==> config.mk <==
export PLATFORM = sky130hd
export DESIGN_NAME = fetch_stage_flat
export DESIGN_NICKNAME = d
export VERILOG_FILES = /design/src/rtl/fetch_stage_if.sv /design/src/rtl/fetch_stage.sv /design/src/flat_wrapper.sv
export SDC_FILE = /design/constraint.sdc
export NUM_CORES = 1
export LEC_CHECK = 0
export BUFFER_PORTS_ARGS = -buffer_cell sky130_fd_sc_hd__buf_2
export CORE_MARGIN = 5
export CORE_UTILIZATION = 45
export CTS_CLUSTER_DIAMETER = 200
export DETAILED_ROUTE_END_ITERATION = 6
export PLACE_DENSITY_LB_ADDON = 0.12
export SLEW_MARGIN = 0
export SYNTH_ARGS = -nofsm -noshare
export SYNTH_HDL_FRONTEND = slang
export SYNTH_SLANG_ARGS = --single-unit
==> constraint.sdc <==
create_clock -name clock -period 2.25 [get_ports clock]
set_input_delay 0.1125 -clock clock [delete_from_list [all_inputs] [get_ports clock]]
set_output_delay 0.1125 -clock clock [all_outputs]
set_load 0.02 [all_outputs]
==> src/rtl/fetch_stage_if.sv <==
// fetch_stage_if
//   Groups the fetch-stage control inputs, the instruction-memory port and the
//   IF/ID outputs into one bundle.
//   master : pipeline/environment side. It drives the stall, branch, flush and
//            imem data signals, and it observes the fetch outputs.
//   slave  : the fetch stage itself.
//   Handshake: there is no valid/ready pair. imem_addr_out is presented
//   combinationally from the PC register. imem_data_in must answer it before
//   the next posedge. stall_in is a level hold sampled at each posedge. While
//   it is high, nothing in the fetch stage advances.
interface fetch_stage_if;
  logic        stall_in;
  logic        branch_taken_in;
  logic [31:0] branch_target_in;
  logic        flush_in;
  logic [31:0] flush_target_in;
  logic [31:0] imem_addr_out;
  logic [31:0] imem_data_in;
  logic [31:0] pc_out;
  logic [31:0] id_pc_out;
  logic [31:0] id_instr_out;
  logic        id_valid_out;
  logic [15:0] stall_count_out;

  modport master (
    output stall_in, branch_taken_in, branch_target_in,
    output flush_in, flush_target_in, imem_data_in,
    input  imem_addr_out, pc_out, id_pc_out, id_instr_out,
    input  id_valid_out, stall_count_out
  );

  modport slave (
    input  stall_in, branch_taken_in, branch_target_in,
    input  flush_in, flush_target_in, imem_data_in,
    output imem_addr_out, pc_out, id_pc_out, id_instr_out,
    output id_valid_out, stall_count_out
  );
endinterface

==> src/rtl/fetch_stage.sv <==
// fetch_stage
//   Instruction-fetch stage plus the IF/ID pipeline register of a 5-stage MIPS
//   pipeline. It holds the PC and drives the instruction-memory address. Each
//   cycle it latches the fetched word and its PC into IF/ID for decode.
//   Ports:
//     clock : pipeline clock. All state changes on posedge.
//     reset : asynchronous, active-low.
//     bus   : fetch_stage_if.slave. It carries stall, branch and flush
//             controls, the imem address/data pair, the PC, the IF/ID fields
//             and a saturating stall counter.
//   Parameters:
//     RESET_PC   : PC loaded on reset.
//     DELAY_SLOT : 1 executes the instruction after a taken branch.
//                  0 squashes that instruction into a bubble.
module fetch_stage #(
  parameter logic [31:0] RESET_PC   = 32'h0000_0000,
  parameter bit          DELAY_SLOT = 1'b1
) (
  input  logic         clock,
  input  logic         reset,
  fetch_stage_if.slave bus
);

  localparam logic [31:0] ALIGN_MASK = 32'hFFFF_FFFC;

  logic [31:0] pc_q,       pc_d;
  logic [31:0] id_pc_q,    id_pc_d;
  logic [31:0] id_instr_q, id_instr_d;
  logic        id_valid_q, id_valid_d;
  logic [15:0] stall_cnt_q, stall_cnt_d;

  logic [31:0] branch_tgt;
  logic [31:0] flush_tgt;

  // Redirect targets are always word aligned. Any low bits set by the
  // producer are ignored.
  assign branch_tgt = bus.branch_target_in & ALIGN_MASK;
  assign flush_tgt  = bus.flush_target_in  & ALIGN_MASK;

  // Next-state logic. One priority chain serves both the PC and IF/ID:
  // flush > stall > branch > sequential.
  always_comb begin
    pc_d        = pc_q + 32'd4;   // modulo 2^32, so 0xFFFF_FFFC wraps to 0
    id_pc_d     = pc_q;
    id_instr_d  = bus.imem_data_in;
    id_valid_d  = 1'b1;
    stall_cnt_d = stall_cnt_q;

    if (bus.flush_in) begin
      pc_d       = flush_tgt;
      id_pc_d    = 32'h0;
      id_instr_d = 32'h0;
      id_valid_d = 1'b0;
    end else if (bus.stall_in) begin
      // The branch in ID is not resolved while stalled, so it is ignored
      // here. It must be re-presented on the first unstalled cycle.
      pc_d       = pc_q;
      id_pc_d    = id_pc_q;
      id_instr_d = id_instr_q;
      id_valid_d = id_valid_q;
      if (stall_cnt_q != 16'hFFFF) begin
        stall_cnt_d = stall_cnt_q + 16'd1;
      end
    end else if (bus.branch_taken_in) begin
      pc_d = branch_tgt;
      if (DELAY_SLOT == 1'b0) begin
        id_pc_d    = 32'h0;
        id_instr_d = 32'h0;
        id_valid_d = 1'b0;
      end
    end
  end

  always_ff @(posedge clock or negedge reset) begin
    if (!reset) begin
      pc_q        <= RESET_PC;
      id_pc_q     <= 32'h0;
      id_instr_q  <= 32'h0;
      id_valid_q  <= 1'b0;
      stall_cnt_q <= 16'h0;
    end else begin
      pc_q        <= pc_d;
      id_pc_q     <= id_pc_d;
      id_instr_q  <= id_instr_d;
      id_valid_q  <= id_valid_d;
      stall_cnt_q <= stall_cnt_d;
    end
  end

  assign bus.imem_addr_out   = pc_q;
  assign bus.pc_out          = pc_q;
  assign bus.id_pc_out       = id_pc_q;
  assign bus.id_instr_out    = id_instr_q;
  assign bus.id_valid_out    = id_valid_q;
  assign bus.stall_count_out = stall_cnt_q;

endmodule

==> src/flat_wrapper.sv <==
// flat-port wrapper written by rule: the top's interface ports become plain ports
module fetch_stage_flat 
#(
  parameter logic [31:0] RESET_PC   = 32'h0000_0000,
  parameter bit          DELAY_SLOT = 1'b1
)
  (clock, reset, bus_stall_in, bus_branch_taken_in, bus_branch_target_in, bus_flush_in, bus_flush_target_in, bus_imem_data_in, bus_imem_addr_out, bus_pc_out, bus_id_pc_out, bus_id_instr_out, bus_id_valid_out, bus_stall_count_out);
  fetch_stage_if bus_i ();
  input  logic clock;
  input  logic reset;
  input wire logic [$bits(bus_i.stall_in)-1:0] bus_stall_in;
  input wire logic [$bits(bus_i.branch_taken_in)-1:0] bus_branch_taken_in;
  input wire logic [$bits(bus_i.branch_target_in)-1:0] bus_branch_target_in;
  input wire logic [$bits(bus_i.flush_in)-1:0] bus_flush_in;
  input wire logic [$bits(bus_i.flush_target_in)-1:0] bus_flush_target_in;
  input wire logic [$bits(bus_i.imem_data_in)-1:0] bus_imem_data_in;
  output wire logic [$bits(bus_i.imem_addr_out)-1:0] bus_imem_addr_out;
  output wire logic [$bits(bus_i.pc_out)-1:0] bus_pc_out;
  output wire logic [$bits(bus_i.id_pc_out)-1:0] bus_id_pc_out;
  output wire logic [$bits(bus_i.id_instr_out)-1:0] bus_id_instr_out;
  output wire logic [$bits(bus_i.id_valid_out)-1:0] bus_id_valid_out;
  output wire logic [$bits(bus_i.stall_count_out)-1:0] bus_stall_count_out;
  assign bus_i.stall_in = bus_stall_in;
  assign bus_i.branch_taken_in = bus_branch_taken_in;
  assign bus_i.branch_target_in = bus_branch_target_in;
  assign bus_i.flush_in = bus_flush_in;
  assign bus_i.flush_target_in = bus_flush_target_in;
  assign bus_i.imem_data_in = bus_imem_data_in;
  assign bus_imem_addr_out = bus_i.imem_addr_out;
  assign bus_pc_out = bus_i.pc_out;
  assign bus_id_pc_out = bus_i.id_pc_out;
  assign bus_id_instr_out = bus_i.id_instr_out;
  assign bus_id_valid_out = bus_i.id_valid_out;
  assign bus_stall_count_out = bus_i.stall_count_out;
  fetch_stage #(.RESET_PC(RESET_PC), .DELAY_SLOT(DELAY_SLOT)) u_core (.clock(clock), .reset(reset), .bus(bus_i));
endmodule
==> run summary, run 1 <==
worst reg-to-reg path cell count -> 5
Cell variety after synth -> 42
maximum clock rate -> 496 MHz
cell count after synthesis -> 599
post-layout min period -> 2.02 ns
clock tree sinks -> 110
Worst-Margin Slew -> 0.846 ns
final core occ -> 0.612
via/cell ratio -> 5.13
R2R setup slack -> 0.23 ns
CTS tree -> built
clock latency on the worst-skew pair -> 0.35 ns
Cell Area, Synth -> 5810 um^2
core area -> 12600 um^2
Max IR drop VDD -> 0.000361 V
n_diodes -> 0
worst clock skew -> 0.00755 ns
worst hold margin -> 0.0104 ns
CP required -> 2.44 ns
Worst Min Path Start -> bus_imem_data_in[31]
ratio of cells with drive above 1 in the final layout -> 0.331
synth-to-layout area growth -> 32.9%
most frequent cells in the layout -> buf_2 (234), dfrtp_1 (110), nor2_1 (99)
Post-synth EDFFs -> 0
overall routing resource usage -> 0.215
I/O pin total -> 246
Critical Path Start Type -> flop
reg2reg start -> u_core.bus.imem_addr_out[2]
Die H -> 124 um
syn_area_per_cell -> 9.70 um^2
largest net degree at the start of global routing -> 105
Crit-path slowest cell -> dfrtp_1
Final nets -> 936
die area -> 15300 um^2
max-cap viol count -> 0
Avg WL per Cell -> 15.9 um
number of global-route vias before repair -> 5231
Worst Hold Class -> input pin to flop
CTS clk-pin slew, worst paths -> 0.07 ns
crit path max fanout -> 9
H-tree levels -> 3
initial antenna violation count -> 1
fill count -> 1129
CP max stage delay -> 0.48 ns
Iteration-0 DRC Markers -> 239
Max Slew Vio Count -> 0
row cnt -> 41
IO Port Bufs -> 237
buffer and inverter count on the worst path -> 0
sum of negative setup slack -> 0 ns
Crit. End Element -> flop
asr flop ratio synth -> 1.00
max_slew headroom -> 0.436
commonest non-fill, non-tap cell in the layout -> buf_2
global-route wire length before repair -> 26200 um
clock tree buffer depth -> 2
crit path DAT -> 2.21 ns
Hold Vio Cnt, Final -> 0
Worst Hold End -> u_core.bus.id_instr_out[31]
# setup viols final -> 0
status -> finished clean
Setup Crit Path Kind -> flop to flop
R2R Path End -> u_core.bus.imem_addr_out[22]
Remaining Overflow, GRT -> 0
total CTS buffers -> 9
register area share after synthesis -> 0.474
Antenna Violating Nets Remaining -> 0
Final GP Congestion -> 0.803
ys flop type -> dfrtp_1
Vias -> 5186
Synth Register Bits -> 110
P_leak -> 3.97 nW
YS warnings -> 0
Die X -> 124 um
CTS Root Cell -> clkbuf_16
Post-Route WL -> 16100 um
Initial Util -> 0.460
DRC -> 0
CP top delay family -> simple AND/OR/NAND/NOR gates
final HPWL from detailed placement -> 11200 um
power per cell area -> 713 nW/um^2
hold depth -> 3
drt pass-1 iters -> 4
RSZ-0062 raised after global routing -> no
fin crit share -> 0.896
critical path cell sequence -> ha_1 -> nand3_1 -> nor4_1 -> xnor2_1 -> o221ai_1
[per-stage QoR]
stage	setup WS (ns)	cells	area [um^2]	total power, W
2_1_floorplan	0.440	602	5820	0.00322
3_3_place_gp	0.330	945	6890	0.00363
3_5_place_dp	0.269	945	6890	0.00366
4_1_cts	0.252	1010	7720	0.00558
5_1_grt	0.0784	1010	7720	0.00580
6_report	0.233	1010	7720	0.00551
[cells in the mapped netlist, types with 7 or more instances]
library cell	count	area share
clkbuf_1	28	0.018
xor2_1	12	0.018
o21ai_0	10	0.0086
and4_1	7	0.011
xnor2_1	27	0.041
inv_1	7	0.0045
mux2i_1	64	0.11
nand2_1	64	0.041
a21oi_1	33	0.028
nand3_1	15	0.013
o221ai_1	21	0.032
nor2_1	99	0.064
dfrtp_1	110	0.47
nand4_1	9	0.0097
buf_4	35	0.045
[worst min-delay path: cells and delay by family]
kind | cells | cell delay (ns)
AND/OR/NAND/NOR | 1 | 0.08
multiplexers | 1 | 0.05
buffers and inverters | 1 | 0.08
[layer usage]
layer  GRT usage  vias to the layer above  part of all wire
met5           0                        -           0.00081
met4      0.0817                        2             0.021
met3      0.0450                       23             0.071
met2       0.360                      168              0.49
met1       0.272                     2505              0.42
li1            -                     2488                 -
[report_power, final]
part           switching [W]  leakage (nW)  internal [W]  total (W)
clock network       0.000732         0.166       0.00109    0.00182
registers           0.000248          1.43       0.00216    0.00241
logic               0.000759          2.37      0.000515    0.00127
total                0.00174          3.97       0.00377    0.00551
[cells by family (layout without fill, tap and decap cells)]
group / count (synthesis) / after routing / synth area share
other: 1 / 4 / 0.000645
adder cells (fa/ha/maj): 2 / 2 / 0.00431
AND/OR/NAND/NOR: 226 / 226 / 0.187
buffers and inverters: 80 / 316 / 0.0769
multiplexers: 68 / 68 / 0.118
XOR/XNOR: 39 / 39 / 0.0588
AO/OA/AOI/OAI: 73 / 73 / 0.0808
flip-flops: 110 / 110 / 0.474
[worst max-delay path by stage]
stage                                       start                       endpoint  slack [ns]  depth (start not counted)
global placement      u_core.bus.imem_addr_out[2]   u_core.bus.imem_addr_out[22]        0.33                          5
floorplan           u_core.bus.stall_count_out[0]  u_core.bus.stall_count_out[1]        0.44                          5
global route          u_core.bus.imem_addr_out[2]   u_core.bus.imem_addr_out[22]        0.08                          5
CTS                   u_core.bus.imem_addr_out[2]   u_core.bus.imem_addr_out[22]        0.25                          5
finish                u_core.bus.imem_addr_out[2]   u_core.bus.imem_addr_out[22]        0.23                          5
detailed placement    u_core.bus.imem_addr_out[2]   u_core.bus.imem_addr_out[22]        0.27                          5
[final cells by class]
class                           count  area, um^2  share of cell area
Clock buffer                        9         225              0.0292
Clock inverter                      7         120              0.0156
Inverter                            7        26.3             0.00340
Multi-Input combinational cell    412        2620               0.340
Sequential cell                   110        2750               0.356
Tap cell                          172         215              0.0279
Timing Repair Buffer              293        1760               0.228
[flip-flops by register name (all words and copies together) (netlist names)]
| name | cells |
|---|---|
| u_core.bus.id_instr_out | 32 |
| u_core.bus.imem_addr_out | 30 |
| u_core.bus.id_pc_out | 31 |
| u_core.bus.id_valid_out | 1 |
| u_core.bus.stall_count_out | 16 |
[timing repair]
action | CTS | global route
hold endpoints to repair | 96 | 0
buffers inserted | 0 | 0
hold buffers | 49 | 0
setup endpoints to repair | 0 | 0
resized for setup | 0 | 0
No activity file was read; power rests on OpenSTA's default activity.
==> inputs of run 2 (changes only) <==
--- a/config.mk
+++ b/config.mk
@@ -7,7 +7,7 @@
 export LEC_CHECK = 0
 export BUFFER_PORTS_ARGS = -buffer_cell sky130_fd_sc_hd__buf_2
 export CORE_MARGIN = 5
-export CORE_UTILIZATION = 45
+export CORE_UTILIZATION = 30
 export CTS_CLUSTER_DIAMETER = 200
 export DETAILED_ROUTE_END_ITERATION = 6
 export PLACE_DENSITY_LB_ADDON = 0.12
==> run 2 against run 1 <==
Effect of this change: critical path depth stayed put; first-iteration DRC count is 1.7% higher; die area is 46% higher; combinational power hardly changed; routed wire length is 11% higher; cell area is 0.62% higher; sequential share of layout area is 0.22 points lower; worst setup slack better by 0.041 ns; fmax is 2.1% higher; largest power group unchanged; highest routed layer is now met4; sequential power hardly changed; critical endpoint is now u_core.bus.imem_addr_out[31]; via count is 0.64% lower.
==> run summary, run 2 (synthesis results as in run 1) <==
Seq pwr share -> 0.452
Critical Path Start Type -> flop
post-layout min period -> 1.98 ns
# setup viols final -> 0
crit path max fanout -> 14
Die H -> 149 um
sw power -> 0.00180 W
Setup Crit Path Kind -> flop to flop
Comb power frac -> 0.247
maximum clock rate -> 506 MHz
DRC -> 0
most frequent cells in the layout -> buf_2 (234), dfrtp_1 (110), nor2_1 (99)
Power Internal -> 0.00348 W
Die X -> 149 um
Hold Vio Cnt, Final -> 0
design area -> 7770 um^2
worst clock skew -> 0.00672 ns
placed cell count -> 1047
I/O pin total -> 246
RSZ-0062 raised after global routing -> no
fin crit share -> 0.878
status -> finished clean
H-tree levels -> 3
clock latency on the worst-skew pair -> 0.35 ns
CP startpoint -> u_core.bus.imem_addr_out[7]
Post-Route WL -> 17800 um
largest net degree at the start of global routing -> 85
CP required -> 2.43 ns
CTS Root Cell -> clkbuf_16
P_leak -> 3.95 nW
crit path DAT -> 2.16 ns
Cell Area, Placed -> 7080 um^2
Max Slew Vio Count -> 0
clock tree buffer depth -> 2
die area -> 22300 um^2
Worst-Margin Slew -> 0.943 ns
max-cap viol count -> 0
CTS tree -> built
IO Port Bufs -> 237
worst hold margin -> 0.00972 ns
Remaining Overflow, GRT -> 0
Final GP Congestion -> 0.776
Max IR drop VDD -> 0.000370 V
max_slew headroom -> 0.371
CTS Hold Bufs -> 41
synth-to-layout area growth -> 33.7%
Antenna Violating Nets Remaining -> 0
sum of negative setup slack -> 0 ns
power per cell area -> 679 nW/um^2
Worst Hold Class -> input pin to flop
core area -> 19300 um^2
Sw Ratio -> 0.341
total CTS buffers -> 9
Final nets -> 937
Final Non-Filler Cells -> 1104
via/cell ratio -> 4.67
Crit. End Element -> flop
Post-CTS Setup Repair Bufs -> 0
CTS resizes -> 0
ratio of cells with drive above 1 in the final layout -> 0.340
overall routing resource usage -> 0.160
commonest non-fill, non-tap cell in the layout -> buf_2
Initial Util -> 0.302
number of global-route vias before repair -> 5286
clock group share of total power -> 0.300
global-route wire length before repair -> 28500 um
Avg WL per Cell -> 16.2 um
Vias -> 5153
Largest register FFs -> 32
reg2reg start -> u_core.bus.imem_addr_out[7]
Worst Min Path Start -> bus_imem_data_in[9]
drt pass-1 iters -> 4
row cnt -> 51
final HPWL from detailed placement -> 12700 um
n_diodes -> 0
clock tree sinks -> 110
Iteration-0 DRC Markers -> 243
initial antenna violation count -> 0
CTS clk-pin slew, worst paths -> 0.08 ns
## run 2: power groups by stage
stage | Combinational [W] | Sequential [W] | Clock (W)
after detailed placement | 0.00127 | 0.00243 | 0
after floorplan | 0.000605 | 0.00262 | 0
final | 0.00130 | 0.00239 | 0.00158
after global routing | 0.00143 | 0.00243 | 0.00172
after global placement | 0.00126 | 0.00241 | 0
after CTS | 0.00133 | 0.00239 | 0.00165
## run 2: cell type report
type	count	area [um^2]
Clock buffer	11	243
Clock inverter	5	42.5
Fill cell	2006	11500
Inverter	7	26.3
Multi-Input combinational cell	412	2620
Sequential cell	110	2750
Tap cell	265	332
Timing Repair Buffer	294	1750
## run 2: final timing paths
| path | to | depth (start not counted) | slack [ns] |
|---|---|---|---|
| max | u_core.bus.imem_addr_out[31] | 5 | 0.27 |
| min | u_core.bus.id_instr_out[9] | 3 | 0.01 |
| max reg2reg | u_core.bus.imem_addr_out[31] | 5 | 0.27 |
| min reg2reg | u_core.bus.stall_count_out[9] | 1 | 0.49 |
| max in group asynchronous | u_core.bus.id_instr_out[2] | 3 | 1.47 |
| min in group asynchronous | u_core.bus.id_instr_out[31] | 2 | 0.15 |
## run 2: worst max-delay path, cell delays in order (launching register included)
cell,delay (ns)
dfrtp_1,0.49
and4_2,0.33
nand3_4,0.23
nor4_1,0.46
xnor2_1,0.16
o221ai_1,0.13
## run 2: layer usage
metal,share of wire,vias up,track usage
li1,-,2486,-
met5,0,-,0
met3,0.069,11,0.0377
met2,0.47,168,0.263
met1,0.45,2488,0.212
met4,0.010,0,0.0421
## run 2: through the flow
stage / power [W] / setup WS, ns / utilization
floorplan: 0.00322 / 0.440 / -
global placement: 0.00367 / 0.316 / 0.367
detailed placement: 0.00369 / 0.263 / 0.367
CTS: 0.00537 / 0.250 / 0.403
global route: 0.00558 / 0.137 / 0.403
finish: 0.00527 / 0.274 / 0.403
==> inputs of run 3 (changes only) <==
--- a/config.mk
+++ b/config.mk
@@ -5,6 +5,7 @@
 export SDC_FILE = /design/constraint.sdc
 export NUM_CORES = 1
 export LEC_CHECK = 0
+export ABC_AREA = 1
 export BUFFER_PORTS_ARGS = -buffer_cell sky130_fd_sc_hd__buf_2
 export CORE_MARGIN = 5
 export CORE_UTILIZATION = 30
==> constraint.sdc (replaced) <==
create_clock -name clock -period 1.86 [get_ports clock]
set_input_delay 0.093 -clock clock [delete_from_list [all_inputs] [get_ports clock]]
set_output_delay 0.093 -clock clock [all_outputs]
set_load 0.02 [all_outputs]
==> run 3 against run 2 <==
Effect of this change: the flow now finishes with violations (negative hold slack); synthesized cell count grew 33%; largest power group unchanged; register-to-register slack worse by 0.13 ns; highest routed layer unchanged; core utilization rose by 0.72 points; hold slack got worse by 0.012 ns.
==> run summary, run 3 <==
max_slew headroom -> 0.610
reg2reg start -> u_core.bus.imem_addr_out[2]
H-tree levels -> 3
status -> complete, but fails checks
worst clock skew -> 0.0104 ns
clock tree buffer depth -> 2
post-layout min period -> 1.72 ns
Setup crit end -> u_core.bus.imem_addr_out[28]
worst hold margin -> -0.00260 ns
RSZ-0062 raised after global routing -> no
max-cap viol count -> 0
buffer and inverter count on the worst path -> 0
Largest register FFs -> 32
Max IR drop VDD -> 0.000430 V
row cnt -> 52
Worst Hold Class -> input pin to flop
CP required -> 2.12 ns
final HPWL from detailed placement -> 16500 um
critical path cell sequence -> ha_1 -> nand2_1 -> nor2_4 -> nand2_2 -> nor2_1 -> nand2_1 -> nand2_1 -> nand3_1 -> nand2_1 -> nand2_1
clock tree sinks -> 110
drt pass-1 iters -> 6
synth-to-layout area growth -> 35.9%
Cell Area, Synth -> 6050 um^2
ys flop type -> dfrtp_1
YS warnings -> 0
Cell Area, Placed -> 7430 um^2
overall routing resource usage -> 0.187
IO Port Bufs -> 237
commonest non-fill, non-tap cell in the layout -> nand2_1
placed cell count -> 1266
sum of negative setup slack -> 0 ns
number of global-route vias before repair -> 6131
Post-CTS Setup Repair Bufs -> 0
syn_area_per_cell -> 7.60 um^2
asr flop ratio synth -> 1.00
Worst-Margin Slew -> 0.584 ns
largest net degree at the start of global routing -> 39
maximum clock rate -> 582 MHz
Cell variety after synth -> 33
Avg WL per Cell -> 16.4 um
failing checks -> negative hold slack
R2R setup slack -> 0.14 ns
Initial Util -> 0.302
Iteration-0 DRC Markers -> 375
via/cell ratio -> 4.60
CTS tree -> built
crit path DAT -> 1.98 ns
Post-synth EDFFs -> 0
most common cell in the netlist -> nand2_1
CTS Root Cell -> clkbuf_16
# setup viols final -> 0
I/O pin total -> 246
Max Slew Vio Count -> 0
design area -> 8230 um^2
CTS clk-pin slew, worst paths -> 0.08 ns
Post-Route WL -> 21900 um
Antenna Violating Nets Remaining -> 0
most frequent cells in the layout -> nand2_1 (245), buf_2 (236), dfrtp_1 (109)
Final GP Congestion -> 0.878
fill count -> 2208
crit path max fanout -> 7
power per cell area -> 818 nW/um^2
core area -> 20000 um^2
synth top area cells -> dfrtp_1 (45%), nand2_1 (15%), nor2_1 (6.3%)
Crit path depth -> 10
cell count after synthesis -> 796
CP startpoint -> u_core.bus.imem_addr_out[2]
Vias -> 6116
P_leak -> 4.24 nW
Die X -> 152 um
initial antenna violation count -> 1
DRC -> 0
register area -> 2750 um^2
Final Power -> 0.00673 W
ratio of cells with drive above 1 in the final layout -> 0.286
worst reg-to-reg path cell count -> 10
CP max stage delay -> 0.41 ns
area of the multi-input gates -> 2650 um^2
Die H -> 152 um
CP most frequent cell -> nand2_1
Final Non-Filler Cells -> 1330
Crit-path slowest cell -> dfrtp_1
fin crit share -> 0.924
Remaining Overflow, GRT -> 0
Setup Crit Path Kind -> flop to flop
top cells by count, synth -> nand2_1 (245), dfrtp_1 (110), nor2_1 (101), inv_1 (67), o21ai_0 (62)
cell taking the most area after synthesis -> dfrtp_1
register area share after synthesis -> 0.455
clock latency on the worst-skew pair -> 0.37 ns
total CTS buffers -> 9
die area -> 23100 um^2
CP top delay family -> simple AND/OR/NAND/NOR gates
Final nets -> 1157
Hold Vio Cnt, Final -> 1
Synth Register Bits -> 110
global-route wire length before repair -> 34800 um
R2R Path End -> u_core.bus.imem_addr_out[28]
Crit. End Element -> flop
top cell type's share of synthesized area -> 0.455
Critical Path Start Type -> flop
==> run 3: cell count changes in the layout (fill, tap and decap cells not counted), moves of 7 or more <==
cell	before	now
a21oi_1	33	0
a22o_1	0	33
and4_1	7	0
buf_4	16	25
inv_1	7	67
mux2i_1	64	1
nand2_1	64	245
nand3_1	15	52
o21ai_0	10	62
o221ai_1	21	4
xnor2_1	27	3
==> run 3: cell families after synthesis <==
family,after synthesis,share of synthesized area
compound gates,109,0.118
xor+xnor,13,0.0188
fa+ha+maj,2,0.00413
buf+inv,136,0.112
flops,110,0.455
mux,1,0.00165
other cells,1,0.000620
simple gates,424,0.290
==> run 3: cell type report <==
class | count | share of cell area
Inverter | 69 | 0.0318
Multi-Input combinational cell | 553 | 0.322
Tap cell | 270 | 0.0411
Clock buffer | 9 | 0.0274
Timing Repair Buffer | 311 | 0.231
Sequential cell | 110 | 0.335
Clock inverter | 7 | 0.0114
Antenna cell | 1 | 0.000304
==> run 3: stage by stage <==
step,util,setup slack [ns]
after floorplan,-,0.238
after global placement,0.371,0.213
after detailed placement,0.371,0.136
after CTS,0.410,0.116
after global routing,0.410,0.00247
final,0.410,0.140
==> run 3: how the worst min path moves through the flow <==
stage                                   endpoint  depth (start not counted)                    start  slack [ns]
finish              u_core.bus.imem_addr_out[13]                          3  bus_flush_target_in[13]      -0.003
detailed placement       u_core.bus.id_pc_out[1]                          1                    reset        0.14
CTS                 u_core.bus.imem_addr_out[13]                          3  bus_flush_target_in[13]       0.005
floorplan             u_core.bus.id_instr_out[0]                          0                    reset       -0.20
global placement         u_core.bus.id_pc_out[1]                          1                    reset        0.14
global route        u_core.bus.imem_addr_out[13]                          3  bus_flush_target_in[13]        0.01
==> run 3: worst min-delay path: stages <==
cell     delay [ns]
buf_2          0.08
nand2_1        0.07
nand3_1        0.08
==> run 3: what timing repair did <==
item / in CTS / in global routing
endpoints found under the setup margin: 0 / 3
hold buffers: 47 / 0
endpoints found under the hold margin: 80 / 0
gates resized for setup: 0 / 3
==> run 3: layer usage <==
| layer | part of all wire | GRT usage | vias up |
|---|---|---|---|
| li1 | - | - | 3026 |
| met1 | 0.47 | 0.257 | 2875 |
| met2 | 0.45 | 0.292 | 192 |
| met3 | 0.062 | 0.0512 | 23 |
| met4 | 0.019 | 0.0467 | 0 |
| met5 | 0 | 0 | - |
==> run 3: where the power goes <==
part / switching [W] / internal [W]
combinational: 0.00113 / 0.000652
sequential: 0.000234 / 0.00261
clock: 0.00102 / 0.00108
total: 0.00238 / 0.00434
